**config.mk**
```make
export PLATFORM = sky130hd
export DESIGN_NAME = tile_sched
export DESIGN_NICKNAME = d
export VERILOG_FILES = /design/src/rtl/tile_sched.sv
export SDC_FILE = /design/constraint.sdc
export NUM_CORES = 1
export LEC_CHECK = 0
export CORE_MARGIN = 3
export CORE_UTILIZATION = 30
export CTS_CLUSTER_SIZE = 40
export DETAILED_ROUTE_END_ITERATION = 10
export GPL_ROUTABILITY_DRIVEN = 0
export PLACE_DENSITY = 0.65
export SETUP_SLACK_MARGIN = 0.1
export SLEW_MARGIN = 20
export SYNTH_ARGS = -nofsm -noshare
export SYNTH_HDL_FRONTEND = slang
export SYNTH_SLANG_ARGS = --single-unit
```
**constraint.sdc**
```tcl
create_clock -name clk -period 4.6 [get_ports clk]
set_input_delay 1.15 -clock clk [delete_from_list [all_inputs] [get_ports clk]]
set_output_delay 1.15 -clock clk [all_outputs]
set_load 0.03 [all_outputs]
```
**src/rtl/tile_sched.sv**
```systemverilog
// tile_sched: frame-level scheduler walking tiles in raster order through clear, rasterize and write engines.
// Ports:
//   clk, reset                       clock and synchronous active-high reset
//   frame_start / frame_busy / frame_done   frame handshake (done is a one-cycle pulse)
//   vblank                           display vertical blank level, gates the buffer flip
//   fb_base_a, fb_base_b             qword base addresses of the two frame buffers
//   clr_start/clr_done, rast_start/rast_done, tw_start/tw_done   per-tile engine handshakes
//   tile_px, tile_py                 pixel origin of the current tile
//   tw_fb_base, disp_fb_base         draw buffer base and scan-out buffer base
// Build option: define TILE_SCHED_DBUF_EN for double buffering with a vblank-synchronised flip;
// without it both bases follow fb_base_a and vblank is unused.
module tile_sched #(
    parameter int TILES_X    = 20,
    parameter int TILES_Y    = 15,
    parameter int TILE_SHIFT = 5
) (
    input  logic        clk,
    input  logic        reset,
    input  logic        frame_start,
    output logic        frame_busy,
    output logic        frame_done,
    input  logic        vblank,
    input  logic [28:0] fb_base_a,
    input  logic [28:0] fb_base_b,
    output logic        clr_start,
    input  logic        clr_done,
    output logic        rast_start,
    input  logic        rast_done,
    output logic        tw_start,
    input  logic        tw_done,
    output logic [15:0] tile_px,
    output logic [15:0] tile_py,
    output logic [28:0] tw_fb_base,
    output logic [28:0] disp_fb_base
);
    typedef enum logic [3:0] {
        IDLE, CLEAR, CLEAR_WAIT, RAST, RAST_WAIT, WRITE, WRITE_WAIT, NEXT, FLIP_WAIT, DONE
    } state_t;

    localparam logic [15:0] X_LAST = 16'(TILES_X - 1);
    localparam logic [15:0] Y_LAST = 16'(TILES_Y - 1);

    state_t      state;
    logic [15:0] tx, ty;

`ifdef TILE_SCHED_DBUF_EN
    logic buf_sel;
`else
    logic unused_ok;
    assign unused_ok = ^{vblank, fb_base_b};
`endif

    always_ff @(posedge clk) begin
        if (reset) begin
            state      <= IDLE;
            tx         <= '0;
            ty         <= '0;
            tile_px    <= '0;
            tile_py    <= '0;
            clr_start  <= 1'b0;
            rast_start <= 1'b0;
            tw_start   <= 1'b0;
            frame_done <= 1'b0;
            frame_busy <= 1'b0;
`ifdef TILE_SCHED_DBUF_EN
            buf_sel      <= 1'b0;
            tw_fb_base   <= fb_base_b;
            disp_fb_base <= fb_base_a;
`else
            tw_fb_base   <= fb_base_a;
            disp_fb_base <= fb_base_a;
`endif
        end else begin
            clr_start  <= 1'b0;
            rast_start <= 1'b0;
            tw_start   <= 1'b0;
            frame_done <= 1'b0;
            case (state)
                IDLE: if (frame_start) begin
                    state      <= CLEAR;
                    clr_start  <= 1'b1;
                    frame_busy <= 1'b1;
                    tx         <= '0;
                    ty         <= '0;
                    tile_px    <= '0;
                    tile_py    <= '0;
                    // Bases are refreshed only between frames so a frame never sees them move.
`ifdef TILE_SCHED_DBUF_EN
                    tw_fb_base   <= buf_sel ? fb_base_a : fb_base_b;
                    disp_fb_base <= buf_sel ? fb_base_b : fb_base_a;
`else
                    tw_fb_base   <= fb_base_a;
                    disp_fb_base <= fb_base_a;
`endif
                end
                CLEAR:      state <= CLEAR_WAIT;
                CLEAR_WAIT: if (clr_done) begin
                    state      <= RAST;
                    rast_start <= 1'b1;
                end
                RAST:       state <= RAST_WAIT;
                RAST_WAIT:  if (rast_done) begin
                    state    <= WRITE;
                    tw_start <= 1'b1;
                end
                WRITE:      state <= WRITE_WAIT;
                WRITE_WAIT: if (tw_done) state <= NEXT;
                NEXT: if (tx < X_LAST) begin
                    tx        <= tx + 16'd1;
                    tile_px   <= (tx + 16'd1) << TILE_SHIFT;
                    state     <= CLEAR;
                    clr_start <= 1'b1;
                end else if (ty < Y_LAST) begin
                    tx        <= '0;
                    ty        <= ty + 16'd1;
                    tile_px   <= '0;
                    tile_py   <= (ty + 16'd1) << TILE_SHIFT;
                    state     <= CLEAR;
                    clr_start <= 1'b1;
                end else begin
                    tx      <= '0;
                    tile_px <= '0;
`ifdef TILE_SCHED_DBUF_EN
                    state <= FLIP_WAIT;
`else
                    state      <= DONE;
                    frame_done <= 1'b1;
`endif
                end
`ifdef TILE_SCHED_DBUF_EN
                FLIP_WAIT: if (vblank) begin
                    buf_sel      <= ~buf_sel;
                    tw_fb_base   <= buf_sel ? fb_base_b : fb_base_a;
                    disp_fb_base <= buf_sel ? fb_base_a : fb_base_b;
                    state        <= DONE;
                    frame_done   <= 1'b1;
                end
`endif
                default: begin
                    state      <= IDLE;
                    frame_busy <= 1'b0;
                end
            endcase
        end
    end
endmodule
```
After elaboration in Yosys (flattened, before gate mapping):

Cells that the tools add are included.

* ROM bits: 0
* bits in latches: 0
* memories kept: 0
* word-level logic and storage cells: 75
* bits in registers: 102
* memory bits (writable): 0

* bitwise logic cells: 4
* multiplexer cells: 30
* divide/modulo/power cells: 0
* multiply operators: 0
* add/sub/neg operators: 2
* shift operators: 0
* magnitude comparators: 2
* eq/ne operators: 13
* reductions and logical operators: 13

Operators with widths (count)
* one-hot mux 16 bit (2 select lines): 4
* two-way mux 16 bit: 7
* two-way mux 29 bit: 3
* adder 16 x 1 -> 16 bit (second input constant): 2
* one-hot mux 4 bit (8 select lines): 1
* two-way mux 4 bit: 6
* == test 4 x 3 -> 1 bit (second input constant): 4
* < comparator 16 x 4 -> 1 bit (second input constant): 1
* < comparator 16 x 5 -> 1 bit (second input constant): 1
* != test 2 bit (second input constant): 6
* == test 4 x 2 -> 1 bit (second input constant): 2
* AND reduction 4 bit: 2
* two-way mux 1 bit: 7
* OR reduction 7 bit: 1
* AND reduction 2 bit: 3
* nonzero test 2 bit: 3
* == test 4 x 1 -> 1 bit (second input constant): 1
* logical NOT 4 bit: 1
* inverter 1 bit: 4
* one-hot mux 1 bit (2 select lines): 2
* OR reduction 2 bit: 2
* OR reduction 3 bit: 1

Logic depth before layout (Yosys ltp):

* depth in word-level cells: 4
* mapped depth: 6
* mapped depth without buffers: 6

Worst setup path after synthesis:

Ideal clock, no wire load.

* path kind: input to register
* start point: input frame_start
* end point: register ty[2]
* stages: 6
* library setup time: 0.119 ns
* path slack: 1.754 ns
* arrival: 2.727 ns
* path buffers: 0
* cells stage by stage: or4b_4 -> nor2_1 -> nor2_1 -> inv_1 -> or2_2 -> mux2i_1

* longest elaborated chain between the ends: 2

Ends and longest elaborated chain
* start, declared: line 19 `input logic frame_start,`
* != test 2 bit (no source line)
* AND reduction 4 bit (no source line)
* end signal, assigned: line 115 `ty <= ty + 16'd1;`
* end, declared: line 44 `logic [15:0] tx, ty;`

No other way between the ends.
A chain may end at the register's enable or synchronous reset.

Worst setup path in the final report:

* start point: input frame_start
* end point: register disp_fb_base[1], enable pin

* longest elaborated chain between the ends: 2

Ends and longest elaborated chain
* nonzero test 2 bit (no source line)
* AND reduction 2 bit (no source line)
* end signal, assigned: line 71 `disp_fb_base <= fb_base_a;`
* end signal, assigned: line 93 `disp_fb_base <= fb_base_a;`
* end, declared: line 34 `output logic [28:0] disp_fb_base`

No other way between the ends.

==> results.txt <==
Clock tree synthesis selected as its root buffer the cell sky130_fd_sc_hd__clkbuf_8. The mean number of vias per cell is 4.39. The number of inserted filler cells in the final layout came out at 843. The critical path data required time is 4.63 ns. The later pin in the worst-skew pair is clocked with a latency of 0.35 ns. In the synthesized netlist the dominant register cell turns out to be sky130_fd_sc_hd__dfxtp_1. The hold violation total from the final report came to 0. The final clock skew is 0.00776 ns. The worst supply voltage drop on vdd is 0.000132 V. The hold-critical path depth is 2.

The type of origin of the critical path is an input pin. The count of flip-flops with a built-in enable after synthesis came out at 29. The final routed DRC violation total came out at 0. The count of pins over their slew limit was 0. The placed wire-length estimate is 4.77 mm. The post-cts resize count came out at 0.

The worst register-to-register path ends at disp_fb_base[1]. The signal on the critical path passes through clkdlybuf4s50_1 -> or4b_4 -> nor2_1 -> nor2_1 -> inv_1 -> buf_4. The startpoint identified for the worst register-to-register timing path is state[0].

The synthesized design contains 70 register bits. The run finished with clean final reports. Setup repair after global routing left no endpoint under its margin.

The number of diodes came out at 0. In this run the tightest slew margin relative to its limit is 0.520. After synthesis the cells add up to 2840 sq um. The die outline width is 103 um.

The actual transition at the worst max-transition pin came out at 0.717 ns. The site row count is 34. The pin count of the biggest net entering global routing is 19.

The analysis attributes to cell leakage a power of 1.48 nW. After technology mapping, the gate count stands at 241. The critical path capture point type is a register. The register-to-register setup slack is 2.18 ns.

The initial antenna violation count is 0. After synthesis, the cell types taking the most area are sky130_fd_sc_hd__edfxtp_1 31%, sky130_fd_sc_hd__dfxtp_1 29%, sky130_fd_sc_hd__buf_4 16%. The maximum frequency from static timing analysis is 0.306 GHz. The number of global-route vias before repair is 1,759. From bottom edge to top edge, the die measures 103 um. The share of synthesized registers carrying an async set or reset came out at 0. The number of max-capacitance violations reported came out at 0. The area enclosed by the die boundary came out at 10,700 sq um. The ratio of cells with drive above 1 in the final layout is 0.0681. The final net count is 385. The area growth from synthesis to layout came out at 39.1%.

The mean post-synth cell area came out at 11.8 sq um. The global-route congestion overflow total came out at 0. Of all cell types, the one taking the most synthesized area is sky130_fd_sc_hd__edfxtp_1. The remaining antenna violation count after routing came out at 0.

The startpoint-to-endpoint class of the critical path is input pin to register. The first-pass GRT wire length is 8.98 mm. The sequential-to-total area share from yosys stat came out at 0.597. In this run the number of H-tree levels came out at 3. The data arrival time at the worst-slack endpoint came out at 3.30 ns.

The depth of the most critical reg-to-reg path is 5. The highest fanout seen on the critical path is 18. The number of detailed-route iterations in the first pass came out at 4.

TritonCTS created 9 clock buffers. The largest incremental delay on the critical path is 0.51 ns. The power density of the placed cells came out at 373 nW/um^2.

The worst slack on hold paths is 0.460 ns. Buffers inserted to repair hold after CTS numbered 0. The buffers inserted during post-CTS setup optimization is 0. The area share of the largest cell type after synthesis came out at 0.307. The routed design has 6.21 mm of wire. The initial DRC count is 101. The clock edge transition at the registers on the reported setup and hold paths is 0.07 ns. The path class of the tightest hold or removal check is register to register. The total core area came out at 8930 sq um. The post-route setup TNS came out at 0 ns. The cell repeated most along the worst path is sky130_fd_sc_hd__nor2_1. The total power came out at 1.47 mW. The number of clock sinks seen by CTS is 70. The standard cell with the maximum stage delay on the critical path is sky130_fd_sc_hd__or4b_4.

The worst path needs 3.27 ns of the cycle, external delays included. The number of unique standard cell types used by synthesis is 38. The clock passes through at most 2 buffers.

The total number of yosys warnings is 0. The share of the cycle needed by the critical path after routing is 0.711. TritonCTS built the clock tree. The path with the worst hold slack has its endpoint at frame_busy.

For this configuration, the core starts out at a cell density of 0.317. The startpoint identified for the worst hold timing path is frame_busy. The number of primary I/O pins came out at 160. The detailed-route wire length per cell came out at 14.4 um.

Input and output buffers added on the ports amount to 119. The total via count after detailed routing came out at 1,893. Setup violations remaining at the end of the flow were counted as 0. The all-layer global routing usage is 0.116.
-- where the power goes --
| group | internal [mW] | total (mW) | switching [mW] |
|---|---|---|---|
| Clock | 0.280 | 0.499 | 0.219 |
| Sequential | 0.680 | 0.698 | 0.0176 |
| Combinational | 0.115 | 0.273 | 0.158 |
-- worst max-delay path by stage --
stage | from | cells after the start | to
6_report | frame_start | 6 | disp_fb_base[1]
5_1_grt | frame_start | 6 | disp_fb_base[1]
4_1_cts | frame_start | 6 | disp_fb_base[1]
3_5_place_dp | frame_start | 6 | disp_fb_base[7]
3_3_place_gp | frame_start | 6 | disp_fb_base[25]
2_1_floorplan | frame_start | 6 | ty[2]
-- state kept, by name, summed over array words and instances (netlist names) --
register      flops
state             4
frame_done        1
ty               16
tw_start          1
disp_fb_base     29
clr_start         1
rast_start        1
tx               16
frame_busy        1
-- cells by family (layout without fill, tap and decap cells) --
| kind of cell | after synthesis | after routing | share of synthesized area |
|---|---|---|---|
| buffers and inverters | 67 | 140 | 0.169 |
| other | 1 | 10 | 0.00132 |
| muxes | 2 | 2 | 0.0115 |
| AOI/OAI and AO/OA | 19 | 19 | 0.0494 |
| DFF | 70 | 70 | 0.597 |
| xor gates and xnor gates | 2 | 2 | 0.00618 |
| adders and majority gates | 2 | 2 | 0.00882 |
| and+or+nand+nor | 78 | 78 | 0.157 |
-- Yosys cell counts, drive strengths merged, types with 2 or more instances --
master / number
inv: 3
or2: 3
nor3: 6
clkbuf: 3
o21ai: 2
and3: 7
nand4: 7
nor2: 13
a32o: 2
ha: 2
and2: 16
buf: 61
dfxtp: 41
edfxtp: 29
nand2: 7
nand2b: 2
nand3: 4
a21oi: 8
nor4: 8
a31oi: 2
-- cell usage in the layout, fill, tap and decap left out, drive strengths merged, types with 2 or more instances in the layout --
master           n
a21oi            8
a31oi            2
a32o             2
and2            16
and3             7
buf              2
clkbuf          13
clkdlybuf4s50  119
conb            10
dfxtp           41
edfxtp          29
ha               2
inv              3
nand2            7
nand2b           2
nand3            4
nand4            7
nor2            13
nor3             6
nor4             8
o21ai            2
or2              3
-- critical path, delay by kind of cell --
family                 cells  cell delay, ns
buffers and inverters      3            1.30
and+or+nand+nor            3            0.85
-- per-stage QoR --
step / util / instances / setup WS [ns] / cell area, sq um
after floorplan: - / 250 / 1.75 / 2870
after global placement: 0.419 / 415 / 1.01 / 3740
after detailed placement: 0.419 / 415 / 0.937 / 3740
after CTS: 0.441 / 431 / 1.30 / 3940
after global routing: 0.441 / 431 / 1.14 / 3940
final: 0.441 / 431 / 1.33 / 3940
-- routing by layer --
layer / part of all wire / global-route usage
met1: 0.42 / 0.135
met2: 0.47 / 0.181
met3: 0.084 / 0.0362
met4: 0.029 / 0.0837
met5: 0 / 0
-- final cells by class --
| class | instances | area, sq um | share of cell area |
|---|---|---|---|
| clock buffers | 13 | 159 | 0.0403 |
| clock inverters | 3 | 42.5 | 0.0108 |
| inverters | 3 | 11.3 | 0.00286 |
| multi-input cells | 113 | 697 | 0.177 |
| flip-flops and latches | 70 | 1690 | 0.429 |
| well taps | 108 | 135 | 0.0343 |
| repair buffers | 121 | 1210 | 0.306 |
(Power assumes the default switching activity.)
